$ cat src/rtl/reorder_buffer_p.sv
// Reorder buffer: allocates tags at dispatch, captures CDB results, retires in program order.
// Latency: a retirement registers one cycle after the head's done bit; at most one retirement per cycle.
// Backpressure: disp_ready drops when full or a mispredict sits at the head; stores wait on st_ack; rdy low freezes all state.
module reorder_buffer_p #(
    parameter int DEPTH  = 16,
    parameter int TAG_W  = 4,
    parameter int DATA_W = 32,
    parameter int RD_W   = 5
) (
    input  logic              clk,
    input  logic              rst,
    input  logic              rdy,
    input  logic              disp_valid,
    output logic              disp_ready,
    input  logic [1:0]        disp_type,
    input  logic [RD_W-1:0]   disp_rd,
    input  logic [DATA_W-1:0] disp_pc,
    input  logic              disp_pred_taken,
    output logic [TAG_W-1:0]  disp_tag,
    input  logic              wb_valid,
    input  logic [TAG_W-1:0]  wb_tag,
    input  logic [DATA_W-1:0] wb_value,
    input  logic [DATA_W-1:0] wb_addr,
    input  logic              wb_taken,
    input  logic [TAG_W-1:0]  q_tag,
    output logic              q_ready,
    output logic [DATA_W-1:0] q_value,
    output logic              cmt_valid,
    output logic [RD_W-1:0]   cmt_rd,
    output logic [DATA_W-1:0] cmt_value,
    output logic [TAG_W-1:0]  cmt_tag,
    output logic              st_req,
    output logic [DATA_W-1:0] st_addr,
    output logic [DATA_W-1:0] st_data,
    input  logic              st_ack,
    output logic              flush,
    output logic [DATA_W-1:0] flush_pc,
    output logic [TAG_W:0]    count,
    output logic              empty,
    output logic              full
);

    localparam logic [1:0]     T_ALU     = 2'd0;
    localparam logic [1:0]     T_LOAD    = 2'd1;
    localparam logic [1:0]     T_STORE   = 2'd2;
    localparam logic [1:0]     T_BRANCH  = 2'd3;
    localparam logic [TAG_W:0] DEPTH_CNT = (TAG_W+1)'(DEPTH);

    typedef enum logic {S_IDLE, S_ST_WAIT} state_t;

    state_t state, state_nxt;

    // Pointers carry an extra wrap bit so full and empty are distinguishable.
    logic [TAG_W:0]   head, tail;
    logic [DEPTH-1:0] occ, done;

    logic [1:0]        e_type  [DEPTH];
    logic [RD_W-1:0]   e_rd    [DEPTH];
    logic [DATA_W-1:0] e_pc    [DEPTH];
    logic              e_pred  [DEPTH];
    logic [DATA_W-1:0] e_value [DEPTH];
    logic [DATA_W-1:0] e_addr  [DEPTH];
    logic              e_taken [DEPTH];

    logic [TAG_W-1:0] hidx, tidx;
    logic head_ready, mispredict_at_head, disp_fire, wb_fire;
    logic do_cmt, do_st_start, do_retire, do_flush;

    assign hidx  = head[TAG_W-1:0];
    assign tidx  = tail[TAG_W-1:0];
    assign count = tail - head;
    assign empty = (count == '0);
    assign full  = (count == DEPTH_CNT);

    assign head_ready         = occ[hidx] && done[hidx];
    assign mispredict_at_head = (state == S_IDLE) && head_ready &&
                                (e_type[hidx] == T_BRANCH) && (e_taken[hidx] != e_pred[hidx]);

    assign disp_ready = !full && !mispredict_at_head;
    assign disp_tag   = tidx;
    assign disp_fire  = disp_valid && disp_ready && rdy;
    // Results arriving in a flush cycle belong to squashed work and are dropped.
    assign wb_fire    = rdy && wb_valid && occ[wb_tag] && !do_flush;

    // Operand query reads registered entry state only.
    assign q_ready = occ[q_tag] && done[q_tag];
    assign q_value = e_value[q_tag];

    // Commit FSM state register.
    always_ff @(posedge clk or negedge rst) begin
        if (!rst) state <= S_IDLE;
        else      state <= state_nxt;
    end

    // Commit FSM next-state and retirement decisions for the head entry.
    always_comb begin
        state_nxt   = state;
        do_cmt      = 1'b0;
        do_st_start = 1'b0;
        do_retire   = 1'b0;
        do_flush    = 1'b0;
        if (rdy) begin
            case (state)
                S_IDLE: begin
                    if (head_ready) begin
                        case (e_type[hidx])
                            T_ALU, T_LOAD: begin
                                do_cmt    = 1'b1;
                                do_retire = 1'b1;
                            end
                            T_STORE: begin
                                do_st_start = 1'b1;
                                state_nxt   = S_ST_WAIT;
                            end
                            default: begin
                                if (mispredict_at_head) do_flush  = 1'b1;
                                else                    do_retire = 1'b1;
                            end
                        endcase
                    end
                end
                S_ST_WAIT: begin
                    if (st_ack) begin
                        do_retire = 1'b1;
                        state_nxt = S_IDLE;
                    end
                end
                default: state_nxt = S_IDLE;
            endcase
        end
    end

    // Head/tail pointers; a flush collapses the window to just past the branch.
    always_ff @(posedge clk or negedge rst) begin
        if (!rst) begin
            head <= '0;
            tail <= '0;
        end else if (do_flush) begin
            head <= head + 1'b1;
            tail <= head + 1'b1;
        end else begin
            if (do_retire) head <= head + 1'b1;
            if (disp_fire) tail <= tail + 1'b1;
        end
    end

    // Occupied/done flags; retire is applied last so it wins over a late writeback.
    always_ff @(posedge clk or negedge rst) begin
        if (!rst) begin
            occ  <= '0;
            done <= '0;
        end else if (do_flush) begin
            occ  <= '0;
            done <= '0;
        end else begin
            if (wb_fire) done[wb_tag] <= 1'b1;
            if (disp_fire) begin
                occ[tidx]  <= 1'b1;
                done[tidx] <= 1'b0;
            end
            if (do_retire) begin
                occ[hidx]  <= 1'b0;
                done[hidx] <= 1'b0;
            end
        end
    end

    // Entry payload; validity is tracked by occ/done so no reset is needed.
    always_ff @(posedge clk) begin
        if (disp_fire) begin
            e_type[tidx] <= disp_type;
            e_rd[tidx]   <= disp_rd;
            e_pc[tidx]   <= disp_pc;
            e_pred[tidx] <= disp_pred_taken;
        end
        if (wb_fire) begin
            e_value[wb_tag] <= wb_value;
            e_addr[wb_tag]  <= wb_addr;
            e_taken[wb_tag] <= wb_taken;
        end
    end

    // Registered retirement outputs: single-cycle pulses plus the held store request.
    always_ff @(posedge clk or negedge rst) begin
        if (!rst) begin
            cmt_valid <= 1'b0;
            cmt_rd    <= '0;
            cmt_value <= '0;
            cmt_tag   <= '0;
            st_req    <= 1'b0;
            st_addr   <= '0;
            st_data   <= '0;
            flush     <= 1'b0;
            flush_pc  <= '0;
        end else begin
            cmt_valid <= 1'b0;
            flush     <= 1'b0;
            if (do_cmt) begin
                cmt_valid <= 1'b1;
                cmt_rd    <= e_rd[hidx];
                cmt_value <= e_value[hidx];
                cmt_tag   <= hidx;
            end
            if (do_flush) begin
                flush    <= 1'b1;
                flush_pc <= e_taken[hidx] ? e_addr[hidx] : e_pc[hidx] + DATA_W'(4);
            end
            if (do_st_start) begin
                st_req  <= 1'b1;
                st_addr <= e_addr[hidx];
                st_data <= e_value[hidx];
            end else if (state == S_ST_WAIT && do_retire) begin
                st_req <= 1'b0;
            end
        end
    end

endmodule

$ cat config.mk
export PLATFORM = sky130hd
export DESIGN_NAME = reorder_buffer_p
export DESIGN_NICKNAME = d
export VERILOG_FILES = /design/src/rtl/reorder_buffer_p.sv
export SDC_FILE = /design/constraint.sdc
export NUM_CORES = 2
export LEC_CHECK = 0
export CAP_MARGIN = 20
export CORE_MARGIN = 2
export CORE_UTILIZATION = 63
export CTS_CLUSTER_DIAMETER = 50
export DETAILED_ROUTE_END_ITERATION = 16
export DONT_BUFFER_PORTS = 1
export PLACE_DENSITY = 0.79
export RECOVER_POWER = 50
export SLEW_MARGIN = 10
export SYNTH_ARGS = -nofsm -noshare
export SYNTH_HDL_FRONTEND = slang
export SYNTH_SLANG_ARGS = --single-unit
export TNS_END_PERCENT = 100
$ cat constraint.sdc
create_clock -name clk -period 13.2 [get_ports clk]
set_clock_uncertainty 0.15 [all_clocks]
set_input_delay 1.98 -clock clk [delete_from_list [all_inputs] [get_ports clk]]
set_output_delay 1.98 -clock clk [all_outputs]
set_load 0.02 [all_outputs]
==> run_results.csv <==
group,metric,value,unit
placement,place.gp.congestion,0.9054,
global_route,grt_max_degree,184,
setup_path,cp-end-kind,"primary output",
cells_and_area,fin_area,83220,um^2
drt,vias,37710,
drt,viasPerCell,7.321,
clocking,clk_latency,0.82,ns
setup_path,start_kind,"flop",
synthesis,synth-edff-count,1680,
global_route,grt_pass1_vias,38780,
clocking,htree_levels,4,
clocking,clkSinkCount,1863,
setup_path,arrival,5.94,ns
synthesis,yosys-top-cells-area,"edfxtp_1, mux4_2, dfrtp_1, mux2_2, nand2_1",
worst_hold_path,hold_class,"reg2reg",
drt,routedWlPerCell,37.55,um
setup_path,cp_data_required_time,11.07,ns
synthesis,async_reset_ff_share,9.823,%
clocking,cts_max_path_buffers,3,
synthesis,yosysUniqueCellTypes,61,
synthesis,ys.flop_type,"edfxtp_1",
global_route,antenna_found_initial,11,
placement,placed_area,77310,um^2
pwr,power,16.54,mW
clocking,cts_tree,"yes",
drt,ant_nets,0,
sta,rsz0062_at_grt,"no",
sta,tns,0,ns
sta,fin_crit,8.073,ns
sta,slew_headroom,22.07,%
floorplanning,ios,304,
drt,drc,0,
sta,fin_crit_sh,61.16,%
floorplanning,num_rows,127,
global_route,grt.overflow.total,0,
sta,max_freq,0.1239,GHz
clocking,post-cts-setup-buffer-count,0,
floorplanning,coreArea,119500,um^2
synthesis,yosys_register_bits,1863,
drt,dr.first_iter.drc_count,5609,
placement,place_inst,4815,
clocking,clk_pin_slew,0.06,ns
placement,hpwlAfterDp,102700,um
cells_and_area,final_cells,5151,
global_route,grtUsageTotal,32.23,%
pwr,p_per_area,198.7,nW/um^2
pwr,p_leak,26.71,nW
cells_and_area,area_growth,10.04,%
sta,worst_slew_pin_slew,1.169,ns
run_status,status,"complete, no violations",
floorplanning,start_util,63.29,%
synthesis,synth_commonest_cells,"edfxtp_1, mux4_2, dfrtp_1",
setup_path,path_class,"reg2out",
synthesis,seq_area_frac_synth,72.76,%
placement,io_buffers,0,
sta,setup_violations,0,
synthesis,synth_top_cell_by_area,"edfxtp_1",
setup_path,crit_buf_inv,1,
drt,drt_wl_total,193400,um
floorplanning,die_w,350.5,um
setup_path,slowest_delay,1.08,ns
synthesis,avgSynthCellArea,22.59,um^2
clocking,root_buffer,"clkbuf_16",
synthesis,synth_top_area_share,66.71,%
floorplanning,die-area,122800,um^2
run,maxCapViolCount,0,
clocking,cts_hold_buf,0,
clocking,cts.repair.resized,0,
cells_and_area,final_nets,3519,
setup_path,crit_path_max_fanout,120,
clocking,cts_made_buffers,180,
sta,drv_slew,0,
synthesis,synth_most_common_cell,"edfxtp_1",
setup_path,cp_top_family,"multiplexers",
synthesis,synthCells,3348,
setup_path,crit_slowest_cell,"dfrtp_4",
sta,hold_violations,0,
global_route,grt_pass1_wl,279100,um
cells_and_area,drive_above_1_share,32.97,%
pwr,peakVddDrop,0.2092,mV
synthesis,synth-warning-count,0,
drt,dr.pass1.iters,6,
setup_path,crit_chain,"buf_12 -> mux4_1 -> mux4_2 -> xnor2_2 -> nor4_4 -> nor2_1",
synthesis,synth.cell_area,75630,um^2
synthesis,syn_nets,3481,
floorplanning,chipHeight,350.5,um
## cells by family (layout without fill, tap and decap cells)
family	Yosys count	in the layout	synth area share, %
other	0	5	0
buffers and inverters	219	405	1.441
AOI/OAI and AO/OA	147	147	1.247
adders and majority gates	14	14	0.2415
and+or+nand+nor	269	269	1.906
muxes	803	803	22.01
xor gates and xnor gates	33	33	0.3921
DFF	1863	1863	72.76
## state kept, by name, indices dropped and copies added, names as in the netlist, 32 cells and up
name and flops:
flush_pc 32, e_type 32, e_rd 80, st_data 32, e_pc 512, e_value 512
e_addr 512, st_addr 32, cmt_value 32
## report_power, final
part / internal [mW] / leakage (nW) / total [mW] / switching, mW
registers: 6.80 / 17.6 / 7.42 / 0.619
clock network: 2.97 / 2.85 / 5.17 / 2.20
logic: 1.88 / 6.28 / 3.95 / 2.07
## layer usage
layer  GRT usage [%]  share of wire [%]  wire length (um)  vias up
met5               0              0.027                53        -
met4           13.63                4.7              9006        8
met3           9.241                 12             23400      521
met2           50.96                 49             94940     2880
met1           42.77                 34             65990    19920
li1                -                  -                 -    14390
## stage by stage
step           setup slack, ns  util (%)  hold WS, ns
2_1_floorplan            3.309         -       0.3303
3_3_place_gp             5.759     64.70       0.3556
3_5_place_dp             5.605     64.70       0.3623
4_1_cts                  4.974     69.63       0.3735
5_1_grt                  4.786     69.64       0.3971
6_report                 5.127     69.65       0.3727
## layout by cell type (no fill, tap or decap), drive strengths merged, types with 35 or more instances in the layout
| master | Yosys | layout |
|---|---|---|
| mux2 | 109 | 109 |
| dfrtp | 183 | 183 |
| buf | 121 | 57 |
| mux4 | 676 | 676 |
| o21ai | 43 | 43 |
| a22oi | 35 | 35 |
| nand2 | 86 | 86 |
| nor2 | 59 | 59 |
| clkinv | 0 | 44 |
| clkbuf | 81 | 256 |
| edfxtp | 1680 | 1680 |
## final cells by class
| type | instances | area [um^2] |
|---|---|---|
| Antenna cell | 5 | 12.51 |
| Clock buffer | 255 | 4980 |
| Clock inverter | 75 | 915.9 |
| Fill cell | 6795 | 36270 |
| Inverter | 17 | 68.82 |
| Multi-Input combinational cell | 1266 | 19720 |
| Sequential cell | 1863 | 55040 |
| Tap cell | 1612 | 2017 |
| Timing Repair Buffer | 58 | 470.5 |
## path summary, 6_finish.rpt
path / cells past startpoint / end / slack (ns) / startpoint
min in group asynchronous: 0 / st_data[25] / 0.71 / rst
worst min-delay path: 1 / occ[2] / 0.37 / occ[2]
max in group asynchronous: 0 / st_addr[8] / 11.73 / rst
worst max register to register: 9 / flush_pc[20] / 5.53 / head[0]
worst min register to register: 1 / occ[2] / 0.37 / occ[2]
worst max-delay path: 6 / disp_ready / 5.13 / head[0]
No activity file was read; power rests on OpenSTA's default activity.
